$ cat src/rtl/button_pkg.sv
// -----------------------------------------------------------------------------
// button_pkg
// Shared types and default timing constants for the push-button front end.
//
// Contents:
//   btn_state_t              debounce / hold-timing FSM states (3-bit encoding)
//   DEFAULT_DEBOUNCE_CYCLES  stable synchronized cycles needed to accept an edge
//   DEFAULT_LONG_CYCLES      cycles held in PRESSED before a long press fires
//   level_of()               debounced button level implied by an FSM state
// -----------------------------------------------------------------------------
package button_pkg;

    typedef enum logic [2:0] {
        IDLE        = 3'd0,
        DEB_PRESS   = 3'd1,
        PRESSED     = 3'd2,
        LONG_HELD   = 3'd3,
        DEB_RELEASE = 3'd4
    } btn_state_t;

    localparam int DEFAULT_DEBOUNCE_CYCLES = 4;
    localparam int DEFAULT_LONG_CYCLES     = 16;

    // The button counts as down in every state after a press has been
    // accepted, including while a release is still being debounced.
    function automatic logic level_of(input btn_state_t s);
        return (s == PRESSED) || (s == LONG_HELD) || (s == DEB_RELEASE);
    endfunction

endpackage

$ cat src/rtl/button_conditioner_sync2.sv
// -----------------------------------------------------------------------------
// sync2
// Two-flop synchronizer bringing the asynchronous button pin into the clk
// domain. Output is the input delayed by two rising edges.
//
// Ports:
//   clk    in   system clock
//   reset  in   asynchronous active-low reset, clears both flops to 0
//   d      in   asynchronous input
//   q      out  synchronized output
// -----------------------------------------------------------------------------
module sync2 (
    input  logic clk,
    input  logic reset,
    input  logic d,
    output logic q
);

    logic meta;

    // First flop may go metastable; the second gives it a full cycle to settle
    // before anything downstream looks at the value.
    always_ff @(posedge clk or negedge reset) begin
        if (!reset) begin
            meta <= 1'b0;
            q    <= 1'b0;
        end else begin
            meta <= d;
            q    <= meta;
        end
    end

endmodule

$ cat src/rtl/button_conditioner.sv
// -----------------------------------------------------------------------------
// button_conditioner
// Turns a raw, bouncing push-button pin into a clean level plus one-cycle
// press / release / long-press pulses for a consumer FSM on the same clock.
// The pin is synchronized, then a debounce and hold-timing FSM accepts an edge
// only after DEBOUNCE_CYCLES consecutive agreeing samples, and flags a long
// press once the button has been held LONG_CYCLES cycles after acceptance.
//
// Parameters:
//   DEBOUNCE_CYCLES  stable cycles needed to accept an edge (>=1, <=LONG_CYCLES)
//   LONG_CYCLES      cycles in PRESSED before long_press fires (>=2)
//
// Ports:
//   clk            in   system clock, all state on rising edge
//   reset          in   asynchronous active-low reset (0 = reset)
//   btn_raw        in   raw button pin, asynchronous, active-high
//   B              out  debounced button level
//   press          out  one-cycle pulse on accepted press
//   release_pulse  out  one-cycle pulse on accepted release ("release" itself
//                       is a reserved word in SystemVerilog)
//   long_press     out  one-cycle pulse when a press has been held long enough
//   state_o        out  current FSM state encoding, for debug
// -----------------------------------------------------------------------------
module button_conditioner
    import button_pkg::*;
#(
    parameter int DEBOUNCE_CYCLES = DEFAULT_DEBOUNCE_CYCLES,
    parameter int LONG_CYCLES     = DEFAULT_LONG_CYCLES
) (
    input  logic       clk,
    input  logic       reset,
    input  logic       btn_raw,
    output logic       B,
    output logic       press,
    output logic       release_pulse,
    output logic       long_press,
    output logic [2:0] state_o
);

    // Both counters share one width sized for the longer of the two limits,
    // which is why DEBOUNCE_CYCLES must not exceed LONG_CYCLES.
    localparam int CNT_W = $clog2(LONG_CYCLES + 1);

    localparam logic [CNT_W-1:0] DEB_LAST  = CNT_W'(DEBOUNCE_CYCLES - 1);
    localparam logic [CNT_W-1:0] LONG_LAST = CNT_W'(LONG_CYCLES - 1);
    localparam logic [CNT_W-1:0] CNT_ONE   = CNT_W'(1);

    logic             btn_s;

    btn_state_t       state;
    btn_state_t       state_nx;
    logic [CNT_W-1:0] cnt;
    logic [CNT_W-1:0] cnt_nx;
    logic [CNT_W-1:0] hold;
    logic [CNT_W-1:0] hold_nx;
    logic             long_flag;
    logic             long_flag_nx;
    logic             press_nx;
    logic             release_nx;
    logic             long_nx;

    sync2 u_sync (
        .clk   (clk),
        .reset (reset),
        .d     (btn_raw),
        .q     (btn_s)
    );

    // State and counter registers. Outputs are registered from the next-state
    // decode so they line up with the state they describe, and a reset simply
    // clears everything without producing any pulse.
    always_ff @(posedge clk or negedge reset) begin
        if (!reset) begin
            state         <= IDLE;
            cnt           <= '0;
            hold          <= '0;
            long_flag     <= 1'b0;
            B             <= 1'b0;
            press         <= 1'b0;
            release_pulse <= 1'b0;
            long_press    <= 1'b0;
        end else begin
            state         <= state_nx;
            cnt           <= cnt_nx;
            hold          <= hold_nx;
            long_flag     <= long_flag_nx;
            B             <= level_of(state_nx);
            press         <= press_nx;
            release_pulse <= release_nx;
            long_press    <= long_nx;
        end
    end

    // Next-state logic. cnt times debounce windows in both directions; hold
    // times how long the button has been down and is deliberately left alone
    // while a release is being debounced, so a short release glitch neither
    // restarts nor advances the long-press timer.
    always_comb begin
        state_nx     = state;
        cnt_nx       = cnt;
        hold_nx      = hold;
        long_flag_nx = long_flag;
        press_nx     = 1'b0;
        release_nx   = 1'b0;
        long_nx      = 1'b0;

        case (state)
            IDLE: begin
                if (btn_s) begin
                    state_nx = DEB_PRESS;
                    cnt_nx   = '0;
                end
            end

            DEB_PRESS: begin
                if (!btn_s) begin
                    state_nx = IDLE;
                end else if (cnt == DEB_LAST) begin
                    state_nx     = PRESSED;
                    press_nx     = 1'b1;
                    hold_nx      = '0;
                    long_flag_nx = 1'b0;
                end else begin
                    cnt_nx = cnt + CNT_ONE;
                end
            end

            PRESSED: begin
                if (!btn_s) begin
                    state_nx = DEB_RELEASE;
                    cnt_nx   = '0;
                end else if (hold == LONG_LAST) begin
                    state_nx     = LONG_HELD;
                    long_nx      = 1'b1;
                    long_flag_nx = 1'b1;
                end else begin
                    hold_nx = hold + CNT_ONE;
                end
            end

            LONG_HELD: begin
                if (!btn_s) begin
                    state_nx = DEB_RELEASE;
                    cnt_nx   = '0;
                end
            end

            DEB_RELEASE: begin
                // A bounce back to pressed returns to whichever held state we
                // came from; long_flag remembers that without a sixth state.
                if (btn_s) begin
                    state_nx = long_flag ? LONG_HELD : PRESSED;
                end else if (cnt == DEB_LAST) begin
                    state_nx   = IDLE;
                    release_nx = 1'b1;
                end else begin
                    cnt_nx = cnt + CNT_ONE;
                end
            end

            default: begin
                state_nx = IDLE;
            end
        endcase
    end

    assign state_o = state;

endmodule

$ cat config.mk
export PLATFORM = sky130hd
export DESIGN_NAME = button_conditioner
export DESIGN_NICKNAME = d
export VERILOG_FILES = /design/src/rtl/button_pkg.sv /design/src/rtl/button_conditioner_sync2.sv /design/src/rtl/button_conditioner.sv
export SDC_FILE = /design/constraint.sdc
export NUM_CORES = 1
export LEC_CHECK = 0
export CAP_MARGIN = 20
export CORE_UTILIZATION = 54
export DETAILED_ROUTE_END_ITERATION = 10
export GPL_TIMING_DRIVEN = 0
export PLACE_DENSITY = 0.76
export SKIP_LAST_GASP = 1
export SYNTH_ARGS = -nofsm -noshare
export SYNTH_HDL_FRONTEND = slang
export SYNTH_SLANG_ARGS = --single-unit
$ cat constraint.sdc
create_clock -name clk -period 2.15 [get_ports clk]
set_clock_uncertainty 0.05 [all_clocks]
set_input_delay 0.43 -clock clk [delete_from_list [all_inputs] [get_ports clk]]
set_output_delay 0.43 -clock clk [all_outputs]
set_load 0.02 [all_outputs]
==> results of run 1 <==
-- layout by cell type, fill, tap and decap left out, types with 4 or more instances in the layout --
master,n
dfrtp_1,20
clkdlybuf4s50_1,9
nand2b_1,7
nand3_1,5
a21oi_1,8
nand2_1,5
buf_2,4
inv_1,6
o21ai_1,5
nor2_1,7
-- routing by layer --
metal / global-route usage [%] / wire length, um / up-vias
met1: 25.4 / 787 / 374
met2: 32.8 / 801 / 13
met5: 0 / 0 / -
met4: 9.09 / 29 / 0
li1: - / - / 381
met3: 2.40 / 51 / 4
-- how the worst max path moves through the flow --
stage	depth (start not counted)	to	slack [ns]	from
floorplan	5	hold[0]	0.42	cnt[0]
global placement	5	hold[0]	0.25	cnt[0]
detailed placement	5	hold[0]	0.21	cnt[1]
CTS	5	hold[0]	0.19	cnt[0]
global route	5	hold[0]	0.06	cnt[1]
finish	5	hold[0]	0.20	cnt[0]
-- per-stage QoR --
stage                     util [%]  hold slack, ns  instance area, um2  power [uW]  worst slack [ns]
final                         65.9           0.312                1150        1010             0.197
after global routing          65.9           0.343                1150        1080            0.0643
after CTS                     65.9           0.313                1150        1020             0.187
after detailed placement      64.6           0.288                1130         851             0.207
after global placement        64.6           0.285                1130         838             0.247
after floorplan                  -          0.0844                1010         746             0.417
-- final cells by class --
cell class,count,share of cell area (%)
multi-input combinational,69,40.3
buffer,4,1.74
timing repair buffer,9,7.83
inverter,6,1.96
tap,25,2.72
clock buffer,3,1.96
sequential,20,43.5
-- critical path, cell delays in order (launching register included) --
cell	delay (ns)
dfrtp_1	0.40
ha_1	0.24
or4b_4	0.53
nor3_4	0.33
nand2b_1	0.20
mux2i_1	0.08
-- kinds of logic after synthesis --
| kind of cell | after synthesis |
|---|---|
| simple gates | 40 |
| xor+xnor | 1 |
| compound gates | 23 |
| flops | 20 |
| fa+ha+maj | 3 |
| mux | 2 |
| buf+inv | 10 |
-- power by group through the flow --
stage                     sequential (uW)  clock (uW)  combinational [uW]
after floorplan                       528           0                 218
after detailed placement              516           0                 336
final                                 508         168                 336
after CTS                             508         178                 337
after global placement                509           0                 329
after global routing                  518         190                 373
-- sequential cells by signal, indices dropped and copies added, names as in the netlist --
| register | flops |
|---|---|
| long_flag | 1 |
| cnt | 5 |
| press | 1 |
| u_sync.meta | 1 |
| state_o | 3 |
| release_pulse | 1 |
| hold | 5 |
| long_press | 1 |
| u_sync.q | 1 |
| B | 1 |
==> metrics, run 1 <==
layout overhead on the synthesized area 14.3%; arrival time of data at the critical path endpoint between 2 and 2.5 ns; total power per unit cell area 881 nW/um2; via density per instance 5.68; dominant synthesized flop cell dfrtp_1; total number of vias about 770; number of clock buffers inserted by TritonCTS 3; number of setup buffers added after CTS 0; layout cells sized above 1 under 10%; period utilization 90.8%; number of non-filler instances in the completed layout approximately 140; transition time at the pin with the least slew margin approximately 0.87 ns; clock period minus final worst setup slack 1.95 ns; count of input and output buffers 9; Post-CTS Hold Fix Bufs 0; cell types occupying the most area after synthesis dfrtp_1 (50%), nand2b_1 (4.4%), a21oi_1 (4.0%), ha_1 (3.7%), nor2_1 (2.6%); run status finished, final reports clean; net switching share of the total power 35.6%; number of distinct library cell variants in the gate-level netlist after synthesis 31; kind of critical path reg2reg; Post-Syn Area between 1000 and 1500 um2; Antenna Cells 0; GP Congestion approximately 0.83; wirelength, routed about 1700 um; most common library cells after synthesis dfrtp_1 (20), a21oi_1 (8), nand2b_1 (7), nor2_1 (7), inv_1 (6); post-synthesis mux area share ~2.0%; Cells after Synth slightly below 100; Critical Path Start Type register; area share of the largest cell type after synthesis between 40% and 50%; mean area per synthesized cell a little over 10 um2; antenna violations before repair 0; cell-internal power 652 uW; Iter 0 DRT Violations 4; type of the worst min-delay path reg2reg; clock root cell clkbuf_4; library cell with the largest summed area after synthesis dfrtp_1; Total Die Area between 2000 and 2500 um2; VDD IR-drop max roughly 670 uV; placeable core area ~1700 um2; YS warnings 0; y dimension of the die 45.2 um; num rows 15; most numerous cell in the Yosys netlist dfrtp_1; sequential share of the synthesized area 49.8%; count of flip-flops with a built-in enable after synthesis 0; share of total power in the clock network between 15 and 20%; overflow left after global routing 0; sequential share of power between 50% and 60%; unrepaired setup endpoints after global routing no; slack of the worst reg-to-reg path ~0.20 ns; XOR/XNOR Fraction of Synth Area 0.871%; maximum net fanout on the critical path 6; number of violations of the max-capacitance limit 0; first drt pass iteration count 4; hold path cells 0; Slew Limit Headroom roughly two fifths; net switching power of the design around 360 uW; DRC errors left 0; clock tree buffer depth 2; post-synthesis net count approximately 110; final number of max-transition violations 0; maximum clock frequency ~0.51 GHz; startpoint of the worst register-to-register path cnt[0]; total instance count after detailed placement about 130; simple-gate portion of the synthesized area 26.2%; CTS tree yes; ports placed on the boundary 10; setup tns final 0 ns; maximum number of pins on one net before global-route repair 21; static power due to leakage slightly above 0.0005 uW; critical path required time 2.28 ns; share of the synthesized area in compound gates (AO/OA/AOI/OAI) 13.2%; GRT Total Usage roughly 20%; cts repair resizes 0; Final Setup Violations 0; width of the die around 45 um; vias in the first global route 694; number of routed nets with antenna violations 0; worst r2r dst hold[0]; level count of the clock H-tree 1; worst-skew pair later-pin latency 0.29 ns; combined flip-flop and latch cell area 500 um2; crit end category register; post-synthesis async set-or-reset flop share 100%; HPWL Detailed ~1200 um; Gate power share roughly a third; post-CTS clock slew at the launch and capture registers of the worst setup and hold paths approximately 0.10 ns; combinational family with the most area after synthesis simple AND/OR/NAND/NOR gates; initial standard-cell utilization of the core slightly below 60%; register bit total from synthesis 20; Sink Count 20; nets@finish 119; count of final hold-check violations 0; adder-cell share of the synthesized area under 10%; Register-to-Register Path Depth 5; hold path start u_sync.meta; area of the multi-input gates approximately 460 um2; hold path endpoint u_sync.q; Routed WL per cell about 12 um; first-pass GRT wire length between 2000 and 3000 um; fill cell count 160
(Power assumes the default switching activity.)
==> inputs of run 2 (changes only) <==
--- a/config.mk
+++ b/config.mk
@@ -8,9 +8,9 @@
 export CAP_MARGIN = 20
 export CORE_UTILIZATION = 54
 export DETAILED_ROUTE_END_ITERATION = 10
-export GPL_TIMING_DRIVEN = 0
 export PLACE_DENSITY = 0.76
 export SKIP_LAST_GASP = 1
 export SYNTH_ARGS = -nofsm -noshare
 export SYNTH_HDL_FRONTEND = slang
+export SYNTH_HIERARCHICAL = 1
 export SYNTH_SLANG_ARGS = --single-unit
==> metrics, run 2 <==
run status finished, final reports clean (unchanged); worst-skew pair later-pin latency 0.31 ns (was 0.29 ns); total number of vias 803 (was 772); worst r2r dst hold[2] (was hold[0]); crit end category output pin (was register); first drt pass iteration count 4 (unchanged); Gate power share 30.3% (was 33.2%); dominant synthesized flop cell dfrtp_1 (unchanged); count of input and output buffers 9 (unchanged); area share of the largest cell type after synthesis 49.3% (was 49.8%); Cell Chain, Critical Path clkdlybuf4s50_1 (was ha_1 > or4b_4 > nor3_4 > nand2b_1 > mux2i_1); Final Setup Violations 0 (unchanged); wirelength, routed 2150 um (was 1670 um); commonest non-fill, non-tap cells in the layout dfrtp_1 (18), clkdlybuf4s50_1 (9), nand2b_1 (6) (was dfrtp_1 (20), clkdlybuf4s50_1 (9), a21oi_1 (8)); Slew Limit Headroom 53.8% (was 41.7%); sequential share of the synthesized area 49.3% (was 49.8%); layout cells sized above 1 21.8% (was 9.91%); net switching share of the total power 33.0% (was 35.6%); net switching power of the design 394 uW (was 361 uW); y dimension of the die 45.4 um (was 45.2 um); mean area per synthesized cell 10.7 um2 (was 10.2 um2); width of the die 45.4 um (was 45.2 um); hold path cells 0 (unchanged); clock root cell clkbuf_4 (unchanged); clock tree buffer depth 2 (unchanged); CP max stage delay 0.68 ns (was 0.53 ns); number of clock buffers inserted by TritonCTS 3 (unchanged); initial standard-cell utilization of the core 58.1% (was 57.6%); number of distinct library cell variants in the gate-level netlist after synthesis 35 (was 31); Antenna Cells 0 (unchanged); arrival time of data at the critical path endpoint 1.59 ns (was 2.08 ns); most numerous cell in the Yosys netlist dfrtp_1 (unchanged); first-pass GRT wire length 3370 um (was 2880 um); sequential share of power 43.8% (was 50.2%); Critical Path Start Type register (unchanged); HPWL Detailed 1290 um (was 1220 um); Routed WL per cell 15.9 um (was 12.3 um); Iter 0 DRT Violations 26 (was 4); area of placed instances 1130 um2 (about the same); register bit total from synthesis 20 (unchanged); most common library cells after synthesis dfrtp_1 (20), nand2b_1 (6), a21oi_1 (5), inv_1 (5), nand2_1 (5) (was dfrtp_1 (20), a21oi_1 (8), nand2b_1 (7), nor2_1 (7), inv_1 (6)); number of non-filler instances in the completed layout 135 (was 136); post-CTS clock slew at the launch and capture registers of the worst setup and hold paths 0.12 ns (was 0.10 ns); post-synthesis net count 101 (was 105); Cells after Synth 95 (was 99); type of the worst min-delay path reg2reg (unchanged); clock period minus final worst setup slack 2.07 ns (was 1.95 ns); cell types occupying the most area after synthesis dfrtp_1 (49%), mux2i_1 (3.9%), ha_1 (3.7%), nand2b_1 (3.7%), a21oi_1 (2.5%) (was dfrtp_1 (50%), nand2b_1 (4.4%), a21oi_1 (4.0%), ha_1 (3.7%), nor2_1 (2.6%)); CTS tree yes (unchanged); maximum clock frequency 0.482 GHz (was 0.512 GHz); num rows 15 (unchanged); static power due to leakage 0.000552 uW (was 0.000508 uW); total instance count after detailed placement 127 (was 133); most frequent standard cell in the layout excluding fill and tap cells dfrtp_1 (unchanged); via density per instance 5.95 (was 5.68); critical path's top delay family buffers and inverters (was simple AND/OR/NAND/NOR gates); slowest stage cell on the critical path clkdlybuf4s50_1 (was or4b_4); antenna violations before repair 0 (unchanged); YS warnings 6 (was 0); DRC errors left 0 (unchanged); hold path endpoint u_sync/q (was u_sync.q); final number of max-transition violations 0 (unchanged); maximum number of pins on one net before global-route repair 21 (unchanged); layout overhead on the synthesized area 24.8% (was 14.3%); Total Die Area 2060 um2 (was 2040 um2); level count of the clock H-tree 1 (unchanged); kind of critical path reg2out (was reg2reg); ports placed on the boundary 10 (unchanged); GP Congestion 0.757 (was 0.830); VDD IR-drop max 531 uV (was 670 uV); Register-to-Register Path Depth 7 (was 5); count of flip-flops with a built-in enable after synthesis 0 (unchanged); post-synthesis async set-or-reset flop share 100% (unchanged); number of violations of the max-capacitance limit 0 (unchanged); placeable core area 1750 um2 (unchanged); vias in the first global route 730 (was 694); cell-internal power 799 uW (was 652 uW); nets@finish 117 (was 119); buffering stage count on the worst path with inverters included 1 (was 0); maximum net fanout on the critical path 13 (was 6); post-route cell area 1270 um2 (was 1150 um2); tightest hold margin 0.328 ns (was 0.312 ns); Post-Syn Area 1010 um2 (about the same); total power per unit cell area 942 nW/um2 (was 881 nW/um2); startpoint of the worst register-to-register path hold[1] (was cnt[0]); Power, Total 1190 uW (was 1010 uW); number of routed nets with antenna violations 0 (unchanged); library cell with the largest summed area after synthesis dfrtp_1 (unchanged); period utilization 96.5% (was 90.8%); hold path start u_sync/meta (was u_sync.meta); GRT Total Usage 23.4% (was 19.7%); overflow left after global routing 0 (unchanged); share of total power in the clock network 25.9% (was 16.6%); slack of the worst reg-to-reg path 0.09 ns (was 0.20 ns); Sink Count 20 (unchanged); count of final hold-check violations 0 (unchanged); transition time at the pin with the least slew margin 0.683 ns (was 0.871 ns); critical path required time 1.67 ns (was 2.28 ns)
-- run 2: changes by cell type after synthesis, moves of 3 or more --
cell / previous run / this run
o31ai_1: 0 / 3
a21oi_1: 8 / 5
o21ai_1: 5 / 0
nor2_1: 7 / 4
buf_2: 4 / 1
nor3b_1: 0 / 3
-- run 2: area by class of cell --
cell class	instances	area, um2
well taps	25	31.3
repair buffers	14	128
clock buffers	3	22.5
multi-input cells	67	533
flip-flops and latches	20	503
fillers	131	479
clock inverters	1	30.0
inverters	5	18.8
-- run 2: kinds of logic after synthesis --
| logic type | after synthesis | share of synthesized area [%] |
|---|---|---|
| and+or+nand+nor | 36 | 22.9 |
| adders and majority gates | 3 | 3.70 |
| muxes | 7 | 7.27 |
| AOI/OAI and AO/OA | 20 | 12.8 |
| buffers and inverters | 8 | 3.08 |
| xor gates and xnor gates | 1 | 0.863 |
| DFF | 20 | 49.3 |
-- run 2: metrics by stage --
stage	TNS, ns	util [%]	worst slack, ns
6_report	0	72.5	0.0751
4_1_cts	0	68.5	0.0335
2_1_floorplan	0	-	0.154
3_5_place_dp	-0.0335	64.8	-0.0335
3_3_place_gp	0	64.8	0.0976
5_1_grt	-0.00132	72.5	-0.00132
-- run 2: worst max-delay path by stage --
stage / from / end / depth (start not counted) / slack, ns
final: state_o[2] / state_o[2] / 1 / 0.08
after global placement: hold[0] / hold[3] / 7 / 0.1
after global routing: state_o[2] / cnt[2] / 4 / -0.001
after CTS: hold[1] / hold[3] / 7 / 0.03
after floorplan: hold[0] / hold[3] / 7 / 0.15
after detailed placement: hold[0] / hold[3] / 7 / -0.03
-- run 2: power by group through the flow --
stage | combinational, uW | sequential (uW) | clock [uW]
after CTS | 338 | 517 | 314
final | 361 | 523 | 309
after global routing | 392 | 534 | 333
after global placement | 317 | 520 | 0
after detailed placement | 325 | 524 | 0
after floorplan | 235 | 510 | 0
-- run 2: timing repair --
item / in CTS / in global routing
buffers inserted: 1 / 3
hold buffers: 0 / 0
endpoints found under the hold margin: 0 / 0
setup endpoints to repair: 1 / 8
pin swaps: 0 / 6
resized for setup: 1 / 11
cloned: 0 / 0
-- run 2: routing by layer --
layer | share of wire (%) | vias up | global-route usage (%)
li1 | - | 369 | -
met1 | 47 | 400 | 32.7
met2 | 46 | 26 | 36.5
met3 | 4.0 | 8 | 2.40
met4 | 2.9 | 0 | 10.9
met5 | 0 | - | 0
==> inputs of run 3 (changes only) <==
--- a/config.mk
+++ b/config.mk
@@ -6,9 +6,12 @@
 export NUM_CORES = 1
 export LEC_CHECK = 0
 export CAP_MARGIN = 20
-export CORE_UTILIZATION = 54
+export CELL_PAD_IN_SITES_DETAIL_PLACEMENT = 0
+export CELL_PAD_IN_SITES_GLOBAL_PLACEMENT = 1
+export CORE_ASPECT_RATIO = 0.7
+export CORE_UTILIZATION = 43
 export DETAILED_ROUTE_END_ITERATION = 10
-export PLACE_DENSITY = 0.76
+export PLACE_DENSITY_LB_ADDON = 0.1
 export SKIP_LAST_GASP = 1
 export SYNTH_ARGS = -nofsm -noshare
 export SYNTH_HDL_FRONTEND = slang
==> metrics, run 3 (synthesis results as in run 2) <==
clock tree buffer depth 2 (unchanged); clock period minus final worst setup slack 2.10 ns (was 2.07 ns); crit end category register (was output pin); layout cells sized above 1 19.6% (was 21.8%); Power, Total 1080 uW (was 1190 uW); maximum clock frequency 0.476 GHz (was 0.482 GHz); number of setup buffers added after CTS 0 (was 1); sequential share of power 47.9% (was 43.8%); Antenna Cells 0 (unchanged); layout overhead on the synthesized area 22.6% (was 24.8%); wirelength, routed 1820 um (was 2150 um); number of routed nets with antenna violations 0 (unchanged); width of the die 60.1 um (was 45.4 um); kind of critical path reg2reg (was reg2out); area of the multi-input gates 541 um2 (was 533 um2); run status finished, final reports clean (unchanged); GRT Total Usage 16.5% (was 23.4%); first drt pass iteration count 4 (unchanged); overflow left after global routing 0 (unchanged); hold path start u_sync/meta (unchanged); placeable core area 2190 um2 (was 1750 um2); transition time at the pin with the least slew margin 0.453 ns (was 0.683 ns); Routed WL per cell 13.1 um (was 15.9 um); post-CTS clock slew at the launch and capture registers of the worst setup and hold paths 0.11 ns (was 0.12 ns); vias in the first global route 664 (was 730); CTS tree yes (unchanged); nets@finish 114 (was 117); initial standard-cell utilization of the core 46.3% (was 58.1%); Slew Limit Headroom 69.8% (was 53.8%); VDD IR-drop max 690 uV (was 531 uV); total power per unit cell area 872 nW/um2 (was 942 nW/um2); period utilization 97.6% (was 96.5%); worst-skew pair later-pin latency 0.29 ns (was 0.31 ns); Critical Path Start Type register (unchanged); startpoint of the worst register-to-register path hold[0] (was hold[1]); type of the worst min-delay path reg2reg (unchanged); ports placed on the boundary 10 (unchanged); fill cell count 211 (was 131); Register-to-Register Path Depth 7 (unchanged); net switching share of the total power 34.3% (was 33.0%); final number of max-transition violations 0 (unchanged); number of violations of the max-capacitance limit 0 (unchanged); tightest hold margin 0.310 ns (was 0.328 ns); cell-internal power 712 uW (was 799 uW); total number of vias 723 (was 803); static power due to leakage 0.000528 uW (was 0.000552 uW); first-pass GRT wire length 3040 um (was 3370 um); worst r2r dst hold[2] (unchanged); y dimension of the die 42.6 um (was 45.4 um); Sink Count 20 (unchanged); Total Die Area 2560 um2 (was 2060 um2); HPWL Detailed 1300 um (was 1290 um); count of input and output buffers 9 (unchanged); Iter 0 DRT Violations 14 (was 26); via density per instance 5.20 (was 5.95); level count of the clock H-tree 1 (unchanged); DRC errors left 0 (unchanged); maximum net fanout on the critical path 6 (was 13); Gate power share 32.7% (was 30.3%); slack of the worst reg-to-reg path 0.05 ns (was 0.09 ns); most frequent standard cell in the layout excluding fill and tap cells dfrtp_1 (unchanged); share of total power in the clock network 19.3% (was 25.9%); commonest non-fill, non-tap cells in the layout dfrtp_1 (18), clkdlybuf4s50_1 (9), nand2b_1 (6) (unchanged); maximum number of pins on one net before global-route repair 21 (unchanged); number of clock buffers inserted by TritonCTS 3 (unchanged); Final Setup Violations 0 (unchanged); GP Congestion 0.851 (was 0.757); count of final hold-check violations 0 (unchanged); clock root cell clkbuf_4 (unchanged); arrival time of data at the critical path endpoint 2.28 ns (was 1.59 ns); hold path endpoint u_sync/q (unchanged); critical path required time 2.33 ns (was 1.67 ns); antenna violations before repair 0 (unchanged); num rows 14 (was 15); combined flip-flop and latch cell area 503 um2 (unchanged); hold path cells 0 (unchanged); net switching power of the design 372 uW (was 394 uW)
## run 3: changes by cell type in the layout (fill, tap and decap cells not counted), sizes merged
cell / change
bufinv: -1
clkbuf: +1
buf: -3
## run 3: stage by stage
stage          cell area [um2]  util (%)  setup slack [ns]  instances  setup TNS (ns)
3_3_place_gp              1150      52.4            0.0877        135               0
2_1_floorplan             1010         -             0.154         95               0
4_1_cts                   1190      54.3            0.0329        139               0
3_5_place_dp              1150      52.4          -0.00928        135        -0.00928
6_report                  1240      56.8            0.0508        139               0
5_1_grt                   1240      56.8           -0.0197        139         -0.0197
## run 3: layer usage
metal / up-vias / global-route usage [%] / share of wire [%]
li1: 365 / - / -
met1: 341 / 25.7 / 57
met2: 15 / 20.9 / 38
met3: 2 / 6.48 / 4.2
met4: 0 / 4.19 / 1.0
met5: - / 0 / 0
## run 3: worst max-delay path by stage
stage | from | end | cells past startpoint
detailed placement | hold[0] | hold[3] | 7
global route | hold[0] | hold[2] | 7
finish | hold[0] | hold[2] | 7
floorplan | hold[0] | hold[3] | 7
global placement | hold[0] | hold[3] | 7
CTS | hold[0] | hold[3] | 7
## run 3: critical path: stages, from the launching register on
cell,delay [ns]
dfrtp_1,0.43
ha_2,0.20
and3_4,0.18
ha_4,0.17
nor3b_4,0.25
a31oi_4,0.07
or4_4,0.54
a21oi_2,0.14
## run 3: final cells by class
type	count	share of cell area, %
multi-input cells	67	43.5
flip-flops and latches	20	40.4
repair buffers	11	8.45
well taps	32	3.22
clock buffers	4	2.92
inverters	5	1.51
## run 3: repair_timing
action                     in CTS  in global routing
hold buffers                    0                  0
pin swaps                       0                  3
setup endpoints to repair       1                  4
resized for setup               1                 12
gates cloned                    0                  0
## run 3: power by group through the flow
stage,clock [uW],sequential [uW],combinational [uW]
after floorplan,0,510,235
after global placement,0,518,333
after detailed placement,0,520,337
after CTS,216,513,342
after global routing,236,532,391
final,209,520,355
